$ cat config.mk
export PLATFORM = sky130hd
export DESIGN_NAME = design_1_clkgen
export DESIGN_NICKNAME = d
export VERILOG_FILES = /design/src/rtl/design_1_clkgen.sv
export SDC_FILE = /design/constraint.sdc
export NUM_CORES = 1
export LEC_CHECK = 0
export ABC_AREA = 1
export BUFFER_PORTS_ARGS = -buffer_cell sky130_fd_sc_hd__buf_2
export CAP_MARGIN = 20
export CORE_AREA = 2 2 39 41
export CTS_CLUSTER_SIZE = 24
export DETAILED_ROUTE_END_ITERATION = 16
export DIE_AREA = 0 0 41 43
export HOLD_SLACK_MARGIN = 0.03
export MAX_ROUTING_LAYER = met4
export PLACE_DENSITY = 0.77
export REMOVE_ABC_BUFFERS = 1
export SLEW_MARGIN = 20
export SYNTH_ARGS = -nofsm -noshare
export SYNTH_HDL_FRONTEND = slang
export SYNTH_SLANG_ARGS = --single-unit
$ cat constraint.sdc
create_clock -name clk_0 -period 1.2 [get_ports clk_0]
set_input_delay 0.06 -clock clk_0 [delete_from_list [all_inputs] [get_ports clk_0]]
set_output_delay 0.06 -clock clk_0 [all_outputs]
set_load 0.01 [all_outputs]
$ cat src/rtl/design_1_clkgen.sv
// design_1_clkgen: clock-wizard stand-in producing a buffered clk_0 copy, a clk_0/DIV clock,
// and a lock flag sequenced behind a synchronized release of the async active-low reset.
module design_1_clkgen #(
    parameter int DIV         = 10,
    parameter int LOCK_CYCLES = 64,
    parameter int SYNC_STAGES = 2
) (
    input  logic clk_0,
    input  logic rst_0,
    output logic clk_100Mhz,
    output logic clk_10Mhz,
    output logic locked_0
);
    localparam int LW = $clog2(LOCK_CYCLES + 1);
    localparam int DW = $clog2(DIV / 2 + 1);
    localparam logic [LW-1:0] LOCK_LAST = LW'(LOCK_CYCLES - 1);
    localparam logic [DW-1:0] DIV_LAST  = DW'(DIV / 2 - 1);

    generate
        if (DIV < 2 || DIV % 2 != 0 || LOCK_CYCLES < 1 || SYNC_STAGES < 2) begin : g_bad_params
            $error("design_1_clkgen: DIV must be even and >=2, LOCK_CYCLES >=1, SYNC_STAGES >=2");
        end
    endgenerate

    logic [SYNC_STAGES-1:0] sync;
    logic                   rst_sync;
    logic [LW-1:0]          lock_cnt;
    logic [DW-1:0]          div_cnt;
    logic                   div_wrap;

    assign clk_100Mhz = clk_0;
    assign rst_sync   = sync[SYNC_STAGES-1];
    assign div_wrap   = div_cnt == DIV_LAST;

    // assertion is asynchronous, release ripples through the chain
    always_ff @(posedge clk_0 or negedge rst_0)
        if (!rst_0) sync <= '0;
        else sync <= {sync[SYNC_STAGES-2:0], 1'b1};

    always_ff @(posedge clk_0 or negedge rst_0)
        if (!rst_0) begin
            lock_cnt <= '0;
            locked_0 <= 1'b0;
        end else if (rst_sync && !locked_0) begin
            lock_cnt <= lock_cnt + 1'b1;
            locked_0 <= lock_cnt == LOCK_LAST;
        end

    always_ff @(posedge clk_0 or negedge rst_0)
        if (!rst_0) begin
            div_cnt   <= '0;
            clk_10Mhz <= 1'b0;
        end else if (!locked_0) begin
            div_cnt   <= '0;
            clk_10Mhz <= 1'b0;
        end else begin
            div_cnt   <= div_wrap ? '0 : div_cnt + 1'b1;
            clk_10Mhz <= clk_10Mhz ^ div_wrap;
        end
endmodule

### Yosys cells after proc, flatten, opt, wreduce, memory -nomap -nowiden

Cells that the tools add are included.

| word-level totals | value |
|---|---|
| register bits after elaboration | 14 |
| input bits | 2 |
| output and inout port bits | 3 |
| word-level logic and storage cells | 15 |

| operators by class | value |
|---|---|
| $add $sub $neg | 2 |
| eq/ne operators | 2 |
| mux-type cells | 3 |
| bitwise logic cells | 1 |
| reduce and logical (&&, ||, !) cells | 2 |

Operator list:

| kind | count |
|---|---|
| 7-bit by 1-bit adder with 7-bit output, second input constant | 1 |
| 7-bit by 6-bit equality test with 1-bit output, second input constant | 1 |
| 3-bit 2-to-1 mux | 2 |
| 3-bit by 1-bit adder with 3-bit output, second input constant | 1 |
| 3-bit equality test, second input constant | 1 |
| 1-bit logical AND | 1 |
| 1-bit logical NOT | 1 |
| 1-bit 2-to-1 mux | 1 |
| 1-bit bitwise XOR | 1 |

### Depth between registers and ports, before layout

| logic depth | value |
|---|---|
| depth in word-level cells | 3 |
| mapped depth | 7 |
| depth with buffers taken out | 7 |

==> run summary <==
Simple-gate share of the synthesized area -> 0.198
Ys async rst share -> 1.00
CP arrival -> 1.38 ns
RSZ-0062 raised after global routing -> no
Total grt overflow -> 0
WL final -> 888 um
Ranking of synthesized cells by area -> dfrtp_1 56%, ha_1 6.0%, nand2_1 5.4%, inv_1 4.8%, xnor2_1 4.2%
Fmax -> 0.906 GHz
Post-synthesis mux area share -> 0.0240
Largest net degree at the start of global routing -> 15
WL per Instance -> 10.3 um
Synth top area share -> 0.561
Leakage power -> 0.391 nW
ANT cells -> 0
DR vias/cell -> 4.67
Die Width -> 41 um
NetSw -> 0.519 mW
Outcome -> finished, final reports clean
Die area -> 1760 sq um
Post-Synthesis Cell Area -> 624 sq um
Clock share of power -> 0.318
Startpoint Class -> flip-flop
First-pass detailed-route iteration total -> 2
Commonest cells in the netlist -> 14 x dfrtp_1, 9 x nand2_1, 8 x inv_1, 4 x nand3_1
HPWL Detailed -> 669 um
Seq/Total Area, Yosys -> 0.561
Core ar. -> 1380 sq um
Worst R2R End -> lock_cnt[6]
Max Slew Vio Count -> 0
Post-synth EDFFs -> 0
Worst r2r src -> lock_cnt[0]
Final hold vios -> 0
Internal power -> 1.13 mW
# fillers -> 138
Mean Syn Cell Area -> 11.0 sq um
CP max FO -> 3
Post-synthesis register bit count -> 14
Setup slack, reg-to-reg -> 0.1 ns
Initial antenna violation count -> 0
First-pass GRT wire length -> 1.61 mm
Iteration-0 DRC Markers -> 1
PD cells -> 2220 nW/um^2
Switch share -> 0.316
Post-DRT Antenna Nets -> 0
End-of-flow core utilization -> 0.535
PortBufs -> 4
HP Class -> in -> async
Top-level I/O count -> 5
Peak supply drop -> 1.11 mV
Clk slew on worst S/H paths -> 0.08 ns
Vias in the first global route -> 431
Top-count cell post-synth -> dfrtp_1
Setup Skew -> 0.00508 ns
CP required -> 1.48 ns
Setup crit end kind -> flip-flop
Post-route setup TNS -> 0 ns
Nets -> 76
Power share of the sequential group -> 0.440
Crit share post-route -> 0.919
Synth Area in Compound Gates -> 0
CTS tree -> done
XOR/XNOR share of the synthesized area -> 0.0842
Tot GR Track Use -> 0.154
Final Instance Area -> 741 sq um
Max-Cap Viols -> 0
Die Height -> 43 um
Combinational family with the most area after synthesis -> simple AND/OR/NAND/NOR gates
Starting density of the core -> 0.451
Worst-Skew Late Latency -> 0.39 ns
Setup violators final -> 0
Combinational fraction of design power -> 0.242
GPL Wtd Cong -> 0.787
Mapped Cells -> 57
Critical setup path kind -> reg -> reg
Synth Area in Adders -> 0.0601
Synth area leader -> dfrtp_1
Netlist cell types -> 18
Placed inst area -> 664 sq um
Area grow syn2layout -> 18.6%
Worst reg2reg path depth -> 6
Row Count -> 14
Ys flop type -> dfrtp_1
Residual DRC -> 0
Final Power -> 1.64 mW
Yosys warnings -> 0
Via count -> 402
Layout cells sized above 1 -> 0.286
Fin crit period -> 1.10 ns
layout make-up:
cell class	count	area, sq um	share of cell area
Tap cell	16	20.0	0.0270
Timing Repair Buffer	6	40.0	0.0541
Clock buffer	8	63.8	0.0861
Inverter	9	33.8	0.0456
Sequential cell	14	350	0.473
Multi-Input combinational cell	33	233	0.314
metrics by stage:
stage | setup slack (ns) | instances | hold WS, ns
after CTS | 0.0645 | 85 | 0.0834
after detailed placement | 0.0775 | 77 | -0.0338
after global placement | 0.108 | 77 | -0.0361
final | 0.0966 | 86 | 0.0784
after floorplan | 0.143 | 56 | -0.236
after global routing | 0.0197 | 86 | 0.113
sequential cells by signal, summed over array words and instances, names as in the netlist:
signal and flops:
lock_cnt 7, div_cnt 3, sync 2, clk_10Mhz 1, locked_0 1
timing repair:
action / in CTS / in global routing
resized for setup: 0 / 0
endpoints found under the setup margin: 0 / 2
hold buffers: 1 / 0
endpoints found under the hold margin: 14 / 0
setup buffers: 0 / 1
worst max-delay path by stage:
stage,start,to,slack [ns],depth (start not counted)
global placement,lock_cnt[0],lock_cnt[6],0.11,6
global route,lock_cnt[0],lock_cnt[6],0.02,6
floorplan,lock_cnt[0],lock_cnt[1],0.14,2
CTS,lock_cnt[0],lock_cnt[6],0.06,6
finish,lock_cnt[0],lock_cnt[6],0.1,6
detailed placement,lock_cnt[0],lock_cnt[6],0.08,6
power by group through the flow:
stage / Clock, mW / Sequential, mW / Combinational, mW
floorplan: 0 / 0.714 / 0.289
global placement: 0.0504 / 0.732 / 0.355
detailed placement: 0.0504 / 0.735 / 0.372
CTS: 0.546 / 0.728 / 0.378
global route: 0.576 / 0.740 / 0.457
finish: 0.523 / 0.724 / 0.397
cell families after synthesis:
| kind of cell | Yosys count |
|---|---|
| other | 1 |
| AND/OR/NAND/NOR | 22 |
| adder cells (fa/ha/maj) | 3 |
| flip-flops | 14 |
| buffers and inverters | 10 |
| multiplexers | 1 |
| XOR/XNOR | 6 |
critical path, cell delays in order, from the launching register on:
cell	delay (ns)
dfrtp_1	0.39
ha_1	0.18
nand3_1	0.12
nor2_4	0.12
nand3_1	0.07
nand2_1	0.06
nand2_1	0.04
per-layer routing:
metal / global-route usage / vias up / share of wire / wire [um]
met4: 0.167 / 0 / 0.047 / 42
met5: - / - / 0 / 0
met3: 0.0628 / 4 / 0.038 / 34
met2: 0.200 / 9 / 0.49 / 437
li1: - / 200 / - / -
met1: 0.158 / 189 / 0.42 / 373
layout by cell type (no fill, tap or decap):
cell	netlist	final
buf_2	0	4
buf_4	1	2
clkbuf_4	0	6
clkbuf_8	0	1
conb_1	1	1
dfrtp_1	14	14
dlygate4sd3_1	0	1
ha_1	3	3
inv_1	8	8
inv_2	1	1
mux2_4	1	1
nand2_1	9	9
nand2_2	1	1
nand2_4	1	1
nand3_1	4	4
nand3_2	1	1
nand4_1	1	1
nor2_1	1	1
nor2_4	2	2
nor3_1	2	2
xnor2_1	3	3
xor2_1	3	3
No activity file was read; power rests on OpenSTA's default activity.
